### config.mk
export PLATFORM = sky130hd
export DESIGN_NAME = sine_addr_gen
export DESIGN_NICKNAME = d
export VERILOG_FILES = /design/src/rtl/sine_addr_gen_pkg.sv /design/src/rtl/sine_addr_gen_phase_acc.sv /design/src/rtl/sine_addr_gen.sv
export SDC_FILE = /design/constraint.sdc
export NUM_CORES = 1
export LEC_CHECK = 0
export CAP_MARGIN = 20
export CORE_UTILIZATION = 30
export DETAILED_ROUTE_END_ITERATION = 10
export HOLD_SLACK_MARGIN = 0.12
export PLACE_DENSITY = 0.45
export SYNTH_ARGS = -nofsm -noshare
export SYNTH_HDL_FRONTEND = slang
export SYNTH_SLANG_ARGS = --single-unit
### constraint.sdc
create_clock -name clk -period 5.6 [get_ports clk]
set_clock_uncertainty 0.1 [all_clocks]
set_input_delay 0.56 -clock clk [delete_from_list [all_inputs] [get_ports clk]]
set_output_delay 0.56 -clock clk [all_outputs]
set_load 0.01 [all_outputs]
### src/rtl/sine_addr_gen_pkg.sv
// Shared types and defaults for the sine ROM phase-address generator.
package sinegen_pkg;
    localparam int ADDR_W_DEF = 8;
    localparam int FRAC_W_DEF = 8;

    typedef enum logic [1:0] {IDLE, RUN, PEND} state_t;

    // Reset increment steps exactly one ROM address per cycle.
    function automatic int unsigned rst_incr(input int fw);
        return 32'd1 << fw;
    endfunction
endpackage

### src/rtl/sine_addr_gen_phase_acc.sv
// Phase accumulator: P-bit phase register, adder with carry-out, clear and hold.
module phase_acc #(
    parameter int AW = 8,
    parameter int FW = 8
) (
    input  logic               clk,
    input  logic               rst_n,
    input  logic               clr,
    input  logic               adv,
    input  logic [AW+FW-1:0]   incr,
    output logic [AW-1:0]      addr,
    output logic               carry
);
    localparam int P = AW + FW;

    logic [P-1:0] phase;
    logic [P-1:0] sum;

    assign {carry, sum} = {1'b0, phase} + {1'b0, incr};
    assign addr         = phase[P-1:FW];

    always_ff @(posedge clk or negedge rst_n) begin
        if (!rst_n)
            phase <= '0;
        else if (clr)
            phase <= '0;
        else if (adv)
            phase <= sum;
    end
endmodule

### src/rtl/sine_addr_gen.sv
// Phase-address generator for the dual-port sine ROM; config changes land only on a phase wrap.
module sine_addr_gen
    import sinegen_pkg::*;
#(
    parameter int ADDRESS_WIDTH = ADDR_W_DEF,
    parameter int FRAC_WIDTH    = FRAC_W_DEF,
    localparam int P            = ADDRESS_WIDTH + FRAC_WIDTH
) (
    input  logic                     clk,
    input  logic                     rst_n,
    input  logic                     en,
    input  logic                     phase_clr,
    input  logic                     cfg_valid,
    output logic                     cfg_ready,
    input  logic [P-1:0]             cfg_incr,
    input  logic [ADDRESS_WIDTH-1:0] cfg_offset,
    output logic [ADDRESS_WIDTH-1:0] addr1,
    output logic [ADDRESS_WIDTH-1:0] addr2,
    output logic [ADDRESS_WIDTH-1:0] offset,
    output logic                     wrap
);
    localparam logic [P-1:0] RST_INCR = P'(rst_incr(FRAC_WIDTH));

    state_t                   state, state_d;
    logic [P-1:0]             incr, pend_incr;
    logic [ADDRESS_WIDTH-1:0] offset_q, pend_offset;
    logic                     pending, wrap_q;
    logic                     acc, adv, carry;
    logic                     load_cfg, stage_cfg, apply_pend;
    logic [ADDRESS_WIDTH-1:0] addr;

    assign cfg_ready = !pending;
    assign acc       = cfg_valid && cfg_ready;

    phase_acc #(.AW(ADDRESS_WIDTH), .FW(FRAC_WIDTH)) u_acc (
        .clk   (clk),
        .rst_n (rst_n),
        .clr   (phase_clr),
        .adv   (adv),
        .incr  (incr),
        .addr  (addr),
        .carry (carry)
    );

    always_ff @(posedge clk or negedge rst_n) begin
        if (!rst_n)
            state <= IDLE;
        else
            state <= state_d;
    end

    always_comb begin
        state_d    = state;
        adv        = 1'b0;
        load_cfg   = 1'b0;
        stage_cfg  = 1'b0;
        apply_pend = 1'b0;
        if (phase_clr) begin
            apply_pend = pending;
            load_cfg   = acc;
            state_d    = en ? RUN : IDLE;
        end else begin
            case (state)
                IDLE: begin
                    load_cfg = acc;
                    if (en) state_d = RUN;
                end
                RUN: begin
                    if (!en) begin
                        load_cfg = acc;
                        state_d  = IDLE;
                    end else begin
                        adv = 1'b1;
                        if (acc) begin
                            stage_cfg = 1'b1;
                            state_d   = PEND;
                        end
                    end
                end
                PEND: begin
                    if (!en) begin
                        apply_pend = 1'b1;
                        state_d    = IDLE;
                    end else begin
                        adv = 1'b1;
                        // Swap on the carrying edge so the new offset appears with the wrapped address.
                        if (carry) begin
                            apply_pend = 1'b1;
                            state_d    = RUN;
                        end
                    end
                end
                default: state_d = IDLE;
            endcase
        end
    end

    always_ff @(posedge clk or negedge rst_n) begin
        if (!rst_n) begin
            incr        <= RST_INCR;
            offset_q    <= '0;
            pend_incr   <= '0;
            pend_offset <= '0;
            pending     <= 1'b0;
            wrap_q      <= 1'b0;
        end else begin
            wrap_q <= adv && carry;
            if (stage_cfg) begin
                pend_incr   <= cfg_incr;
                pend_offset <= cfg_offset;
                pending     <= 1'b1;
            end else if (apply_pend) begin
                pending <= 1'b0;
            end
            if (load_cfg) begin
                incr     <= cfg_incr;
                offset_q <= cfg_offset;
            end else if (apply_pend) begin
                incr     <= pend_incr;
                offset_q <= pend_offset;
            end
        end
    end

    assign addr1  = addr;
    assign addr2  = addr;
    assign offset = offset_q;
    assign wrap   = wrap_q;
endmodule

* Yosys cells after proc, flatten, opt, wreduce, memory -nomap -nowiden *
Cells that the tools add are included.
Widths: inputs -> output; s select.

storage, ports and cells
  register bits after elaboration = 68
  input bits = 29
  logic and storage cells = 53

operators by class
  add/sub/neg operators = 1
  equality and inequality tests = 5
  multiplexer cells = 30
  reductions and logical operators = 9

operator list
  kind                number
  $mux 16             4
  $add 16x16->17      1
  $mux 1              16
  $mux 8              2
  $mux 2              6
  $ne 4x4->1 const B  2
  $pmux 2 s3          1
  $reduce_bool 2->1   3
  $ne 3x3->1 const B  1
  $reduce_and 3->1    1
  $eq 2x1->1 const B  1
  $eq 2x2->1 const B  1
  $logic_and 1x1->1   2
  $logic_not 2->1     1
  $pmux 1 s2          1
  $reduce_or 2->1     1
  $logic_not 1->1     1

* Logic depth before layout (Yosys ltp) *
Gate-level depths: netlist of the first run.

  depth in word-level cells = 7
  gate-level depth with buffers = 9
  gate-level depth less buffers = 8

* Modules after synthesis *
A second synthesis of the first run with hierarchy kept.

second synthesis, totals
  cell total of the unflattened synthesis = 385
  area total of the unflattened synthesis = 4045.1 um2

by module, submodules not included
  module         times used  cells each  area each (um2)  sequential area each (um2)
  sine_addr_gen  1           197         2463.6           1302.5
  phase_acc      1           188         1581.5           400.4

* Worst setup path before layout of the first run *
No wires, ideal clock.

  path type = reg-to-reg
  start point = register incr[0]
  end point = register incr[0]
  setup time = 125 ps
  arrival time = 2451 ps
  required time = 5375 ps
  slack = 2924 ps
  stages on the path, launching flop included = 10
  cell sequence = dfrtp_1 -> ha_1 -> fa_1 -> a211oi_1 -> nor3_1 -> o211ai_1 -> a31oi_2 -> a21oi_4 -> buf_6 -> mux2_4

on the way
  cells in the longest elaborated chain, start to end = 6

RTL lines
  element                             RTL line                       RTL
  start: declaration                  sine_addr_gen.sv:25            logic [P-1:0] incr, pend_incr;
  start signal: assignment            sine_addr_gen.sv:116           incr <= cfg_incr;
  start signal: assignment            sine_addr_gen.sv:119           incr <= pend_incr;
  $add 16x16->17                      sine_addr_gen_phase_acc.sv:19  assign {carry, sum} = {1'b0, phase} + {1'b0, incr};
  $mux 1                              sine_addr_gen.sv:87            if (carry) begin
  $mux 1                              sine_addr_gen.sv:81            if (!en) begin
  $mux 1                              sine_addr_gen.sv:63            case (state)
  $mux 1                              sine_addr_gen.sv:58            if (phase_clr) begin
  $reduce_bool 2->1 (no source line)  --

No other way between the ends.
A chain may end at the register's enable or synchronous reset.

* Worst setup path after layout of the first run *
  start point = register incr[0]
  end point = register offset_q[4], in the netlist offset[4]

on the way
  cells in the longest elaborated chain, start to end = 6

RTL lines
  element                             RTL line                       RTL
  $add 16x16->17                      sine_addr_gen_phase_acc.sv:19
  $mux 1                              sine_addr_gen.sv:87
  $mux 1                              sine_addr_gen.sv:81
  $mux 1                              sine_addr_gen.sv:63
  $mux 1                              sine_addr_gen.sv:58
  $reduce_bool 2->1 (no source line)  --
  end signal: assignment              sine_addr_gen.sv:117           offset_q <= cfg_offset;
  end signal: assignment              sine_addr_gen.sv:120           offset_q <= pend_offset;
  end: declaration                    sine_addr_gen.sv:26            logic [ADDRESS_WIDTH-1:0] offset_q, pend_offset;

No other way between the ends.

==> results of run 1 <==
-- power by group through the flow --
stage / Sequential [mW] / Combinational (mW) / Clock [mW]
6_report: 0.859 / 1.16 / 0.620
5_1_grt: 0.894 / 1.29 / 0.660
4_1_cts: 0.863 / 1.17 / 0.638
3_5_place_dp: 0.869 / 1.17 / 0
3_3_place_gp: 0.862 / 1.16 / 0
2_1_floorplan: 0.832 / 0.910 / 0
-- registers in the layout, summed over array words and instances, names as in the netlist --
register / count
u_acc.phase: 16
state: 2
offset: 8
incr: 16
pend_offset: 8
pend_incr: 16
pending: 1
wrap: 1
-- worst max-delay path by stage --
stage,end,slack (ns),start,cells after the start
global route,offset[2]$_DFFE_PN0P_,2.37,incr[0]$_DFFE_PN0P_,9
floorplan,incr[0]$_DFFE_PN0P_,2.92,incr[0]$_DFFE_PN0P_,9
CTS,offset[3]$_DFFE_PN0P_,2.50,incr[0]$_DFFE_PN0P_,9
finish,offset[4]$_DFFE_PN0P_,2.55,incr[0]$_DFFE_PN0P_,9
detailed placement,offset[3]$_DFFE_PN0P_,2.50,incr[0]$_DFFE_PN0P_,9
global placement,offset[4]$_DFFE_PN0P_,2.56,incr[0]$_DFFE_PN0P_,9
-- placed cells by master, fill, tap and decap left out, types with 5 or more instances in the layout --
master	count
a31oi_1	7
inv_1	8
nand2_1	21
mux2_4	20
nor2_1	10
nor3_1	6
clkdlybuf4s50_1	53
a21o_1	11
a211oi_1	5
dfrtp_1	67
clkbuf_16	9
mux2_2	52
ha_1	20
o21ai_0	13
a21oi_1	17
nand3_1	6
-- per-stage QoR --
stage               power (mW)  area [µm²]  util [%]  instances
floorplan                 1.74        3980         -        345
global placement          2.02        4570      35.7        544
detailed placement        2.04        4570      35.7        544
CTS                       2.68        4890      38.3        560
global route              2.84        4890      38.3        560
finish                    2.64        4890      38.3        560
-- critical path: cells and delay by family, from the launching register on --
| kind | cells | cell delay (ns) |
|---|---|---|
| simple gates | 1 | 0.13 |
| buf+inv | 1 | 0.41 |
| compound gates | 4 | 0.85 |
| mux | 1 | 0.39 |
| flops | 1 | 0.38 |
| fa+ha+maj | 2 | 0.66 |
-- final cells by class --
class	count	area (µm²)	share of cell area (%)
clock inverter	6	87.6	1.79
inverter	8	30.0	0.614
sequential	68	1700	34.8
timing repair buffer	58	566	11.6
multi-input combinational	238	2050	41.9
tap	172	215	4.40
clock buffer	10	239	4.88
-- layer usage --
metal  vias up  GRT usage, %  routed length, µm
met5         -             0                  0
met4         0          6.08                149
met3        10          3.45                236
met2        45          21.6               3740
met1      1283          18.5               4230
li1       1330             -                  -
-- cell families (layout without fill, tap and decap cells) --
kind of cell,count (synthesis),count (layout)
AO/OA/AOI/OAI,76,76
AND/OR/NAND/NOR,60,60
flip-flops,68,68
multiplexers,74,74
buffers and inverters,39,82
XOR/XNOR,7,7
adder cells (fa/ha/maj),21,21
==> results.yml, run 1 <==
setup_path:
  reg2reg_setup_slack_ns: 2.55
  cpPeakStageDelay_ns: 0.43
  arrival_ns: 3.17
  reg2regPathDepth: 9
  cp_max_fo: 24
  start_kind: "flip-flop"
  rr_endpoint: "offset[4]$_DFFE_PN0P_"
  critPathRequiredTime_ns: 5.72
  critical_path_class: "reg -> reg"
  cp-end-kind: "flip-flop"
  path_cells: "ha_1 -> fa_1 -> a211oi_1 -> nor3_1 -> o211ai_1 -> a31oi_2 -> a21oi_4 -> buf_4 -> mux2_2"
  critPathSlowestCell: "fa_1"
  r2r_start: "incr[0]$_DFFE_PN0P_"
floorplanning:
  ios: 55
  rows: 41
  start_util_pct: 31.2
  die_y_um: 117
  coreArea_um2: 12800
  dieArea_um2: 13700
  die_w_um: 117
timing:
  fmax_mhz: 328
  layout_min_cycle_time_ns: 3.05
  worst_slew_pin_slew_ns: 0.899
  fin_ws_ns: 2.55
  drv_slew: 0
  slew-limit-headroom_pct: 40.0
  min_period_over_period_pct: 54.5
  rsz0062_at_grt: "false"
  hold_viol: 0
  setup_tns_ns: 0
  finalSetupViolCount: 0
  whs_ns: 0.326
yosys:
  synth_top_family_by_area: "multiplexers"
  yosysSeqAreaShare_pct: 42.8
  synth_common_cells: "dfrtp_1, mux2_2, nand2_1"
  synth_top_cell_area_share_pct: 42.1
  synth_xor_area_share_pct: 1.54
  synth-simple-area-share_pct: 7.29
  synthTopCellsByArea: "dfrtp_1, mux2_2, mux2_4"
  ys_async_sr_fraction_pct: 100
  syn_avg_cell_area_um2: 11.5
  ys_types: 51
  ys_warn_count: 0
  synth_area_um2: 3980
  ys_ff_latch: 68
  synth_most_common_cell: "dfrtp_1"
  synth-compound-area-share_pct: 13.0
  synthAdderAreaFrac_pct: 6.79
  synthCells: 345
  synthFlopType: "dfrtp_1"
  synth_edf_count: 0
  yosysTopAreaCell: "dfrtp_1"
  synth_mux_area_share_pct: 22.8
  syn_nets: 395
finish:
  layout-drive-gt1-share_pct: 26.8
  diodes: 0
  n_fill_cell: 1244
  area_growth_pct: 22.9
  nets: 433
route:
  wl_per_cell_um: 14.9
  drc: 0
  vias: 2668
  viasPerCell: 4.76
  first_pass_iters: 4
  postRouteAntennaNets: 0
  drt_wl_total_um: 8350
  first_iter_violations: 96
global_routing:
  grtUsageTotal_pct: 13.9
  grt_pass1_wl_um: 14200
  grt_pass1_vias: 2808
  grt_max_degree: 69
  antenna_found_initial: 0
  gr-total-overflow: 0
power_and_ir_drop:
  p_leak_nw: 2.19
  p_switching_uw: 881
  p_sw_share_pct: 33.4
  p_seq_share_pct: 32.6
  p_comb_share_pct: 43.9
  intPower_mw: 1.76
  clkPwrFrac_pct: 23.5
  powerDensity_nw_per_um2: 539
  peakVddDrop_mv: 0.180
clock_network:
  cts_tree: "yes"
  cts_buffers: 9
  worstSkewPairLatency_ns: 0.34
  h-tree-depth: 3
  clkTransAtPathRegs_ns: 0.06
  holdBufCountCts: 0
  cts_sinks: 68
  cts_max_path_buffers: 2
  cts_setup_buffers: 0
  cts_resized: 0
  root_buffer: "clkbuf_16"
place:
  port_buffers: 54
  place_ws_ns: 2.50
  gp_congestion: 0.748
  hpwl_um: 5680
status:
  status: "finished clean"
flow_run:
  drv_cap: 0
min_path:
  hp-class: "in -> async"
Power figures use the tool's default switching activity.
==> run 2, diff against run 1 <==
Settings changed: PLACE_DENSITY 0.45 to 0.47.
Clock period 5.6 ns to 2.7 ns, I/O delays scaled along.
==> results.yml, run 2 (synthesis gave the netlist of run 1 again) <==
status:
  status: "complete, but fails checks"
  violations: "setup timing"
global_routing:
  grt_max_degree: 53
  grt_pass1_wl_um: 14500
  antenna_found_initial: 0
  grt_pass1_vias: 2837
  gr-total-overflow: 0
  grtUsageTotal_pct: 14.1
place:
  hpwl_um: 6030
  gp_congestion: 0.809
  port_buffers: 54
  place_inst: 562
  place_ws_ns: -0.128
route:
  vias: 2833
  wl_per_cell_um: 15.0
  drc: 0
  first_pass_iters: 4
  postRouteAntennaNets: 0
  drt_wl_total_um: 8840
  viasPerCell: 4.80
  first_iter_violations: 94
setup_path:
  critical_path_class: "reg -> reg"
  cp_max_fo: 7
  cp-end-kind: "flip-flop"
  critPathSlowestCell: "dfrtp_1"
  start_kind: "flip-flop"
  critPathBufInv: 2
  path_cells: "ha_2 -> fa_2 -> a211oi_2 -> nor3_2 -> o211ai_1 -> a31oi_2 -> a21oi_4 -> buf_12 -> buf_8 -> mux2_4"
  critPathRequiredTime_ns: 2.82
  arrival_ns: 2.85
  cp_top_family: "compound AO/OA/AOI/OAI gates"
  cpPeakStageDelay_ns: 0.40
finish:
  n_fill_cell: 1230
  diodes: 0
  reg.largest.list: "incr x16, pend_incr x16, u_acc.phase x16"
  instances_no_fill: 590
  area_growth_pct: 32.1
  layout-drive-gt1-share_pct: 32.5
  nets: 463
  final_util_pct: 41.2
  final_cell_mix: "dfrtp_1, clkdlybuf4s50_1, mux2_2"
  final_common_cell: "dfrtp_1"
timing:
  rsz0062_at_grt: "true"
  drv_slew: 0
  layout_min_cycle_time_ns: 2.73
  worst_slew_pin_slew_ns: 0.497
  fin_ws_ns: -0.0304
  fmax_mhz: 366
  hold_viol: 0
  min_period_over_period_pct: 101
  slew-limit-headroom_pct: 66.6
  finalSetupViolCount: 23
floorplanning:
  ios: 55
  die_y_um: 117
  rows: 41
  die_w_um: 117
  dieArea_um2: 13700
  start_util_pct: 31.2
  coreArea_um2: 12800
clock_network:
  cts_max_path_buffers: 2
  cts_buffers: 9
  cts_sinks: 68
  h-tree-depth: 3
  root_buffer: "clkbuf_16"
  clkTransAtPathRegs_ns: 0.06
  worstSkewPairLatency_ns: 0.34
  cts_tree: "yes"
min_path:
  hp-class: "in -> async"
power_and_ir_drop:
  p_leak_nw: 2.41
  peakVddDrop_mv: 0.389
  total_power_mw: 5.87
  powerDensity_nw_per_um2: 1120
flow_run:
  drv_cap: 0
-- run 2: cell count changes in the layout (fill, tap and decap cells not counted), sizes merged --
cell / change
buf: +28
clkbuf: +3
clkinv: +1
clkinvlp: -3
dlygate4sd3: +1
-- run 2: area by class of cell --
cell class / instances / area [µm²] / share of cell area, %
inverters: 8 / 30.0 / 0.571
well taps: 172 / 215 / 4.09
flip-flops and latches: 68 / 1700 / 32.4
clock inverters: 4 / 70.1 / 1.33
clock buffers: 12 / 267 / 5.07
multi-input cells: 238 / 2080 / 39.5
repair buffers: 88 / 893 / 17.0
-- run 2: final timing paths --
path                            depth (start not counted)  slack, ns                  startpoint                         end
worst min-delay path                                    2       0.31                       rst_n  pend_offset[6]$_DFFE_PN0P_
min in group clk                                        2       0.38  u_acc.phase[7]$_DFFE_PN0P_  u_acc.phase[7]$_DFFE_PN0P_
max in group asynchronous                               3       1.52                       rst_n         incr[8]$_DFFE_PN1P_
worst min register to register                          2       0.38  u_acc.phase[7]$_DFFE_PN0P_  u_acc.phase[7]$_DFFE_PN0P_
worst max register to register                         10      -0.03  u_acc.phase[0]$_DFFE_PN0P_         incr[2]$_DFFE_PN0P_
worst max-delay path                                   10      -0.03  u_acc.phase[0]$_DFFE_PN0P_         incr[2]$_DFFE_PN0P_
-- run 2: power by group --
part | leakage [nW] | total, mW | switching, mW | internal, mW
Clock | 0.169 | 1.32 | 0.443 | 0.881
Combinational | 1.39 | 2.76 | 1.17 | 1.59
Sequential | 0.851 | 1.79 | 0.305 | 1.48
-- run 2: what timing repair did --
action / in CTS / in global routing
pin swaps: 2 / 7
endpoints found under the setup margin: 24 / 24
hold endpoints to repair: 16 / 0
cloned: 1 / 1
resized for setup: 6 / 5
buffers inserted: 7 / 3
hold buffers: 1 / 0
-- run 2: metal layers --
metal / up-vias / global-route usage [%] / part of all wire, %
met2: 45 / 22.0 / 46
met3: 13 / 2.27 / 2.4
li1: 1390 / - / -
met1: 1385 / 19.1 / 49
met4: 0 / 6.84 / 2.0
met5: - / 0 / 0
-- run 2: metrics by stage --
stage	TNS [ns]	hold slack, ns	area, µm²
floorplan	0	-0.126	3980
global route	-3.21	0.351	5260
CTS	-0.119	0.304	5200
detailed placement	-2.25	0.136	4750
global placement	-0.418	0.130	4750
finish	-0.397	0.306	5260
-- run 2: worst register-to-register path, delay by kind of cell (launching register included) --
| family | cells | cell delay (ns) |
|---|---|---|
| AOI/OAI and AO/OA | 4 | 0.86 |
| adders and majority gates | 2 | 0.59 |
| DFF | 1 | 0.40 |
| buffers and inverters | 2 | 0.30 |
| muxes | 1 | 0.30 |
| and+or+nand+nor | 1 | 0.07 |
==> run 3, diff against run 2 <==
Settings changed: CTS_CLUSTER_DIAMETER set to 100, HOLD_SLACK_MARGIN 0.12 to 0.05.
==> results of run 3 <==
Final layout, timing and power as in run 2 (identical DEF).
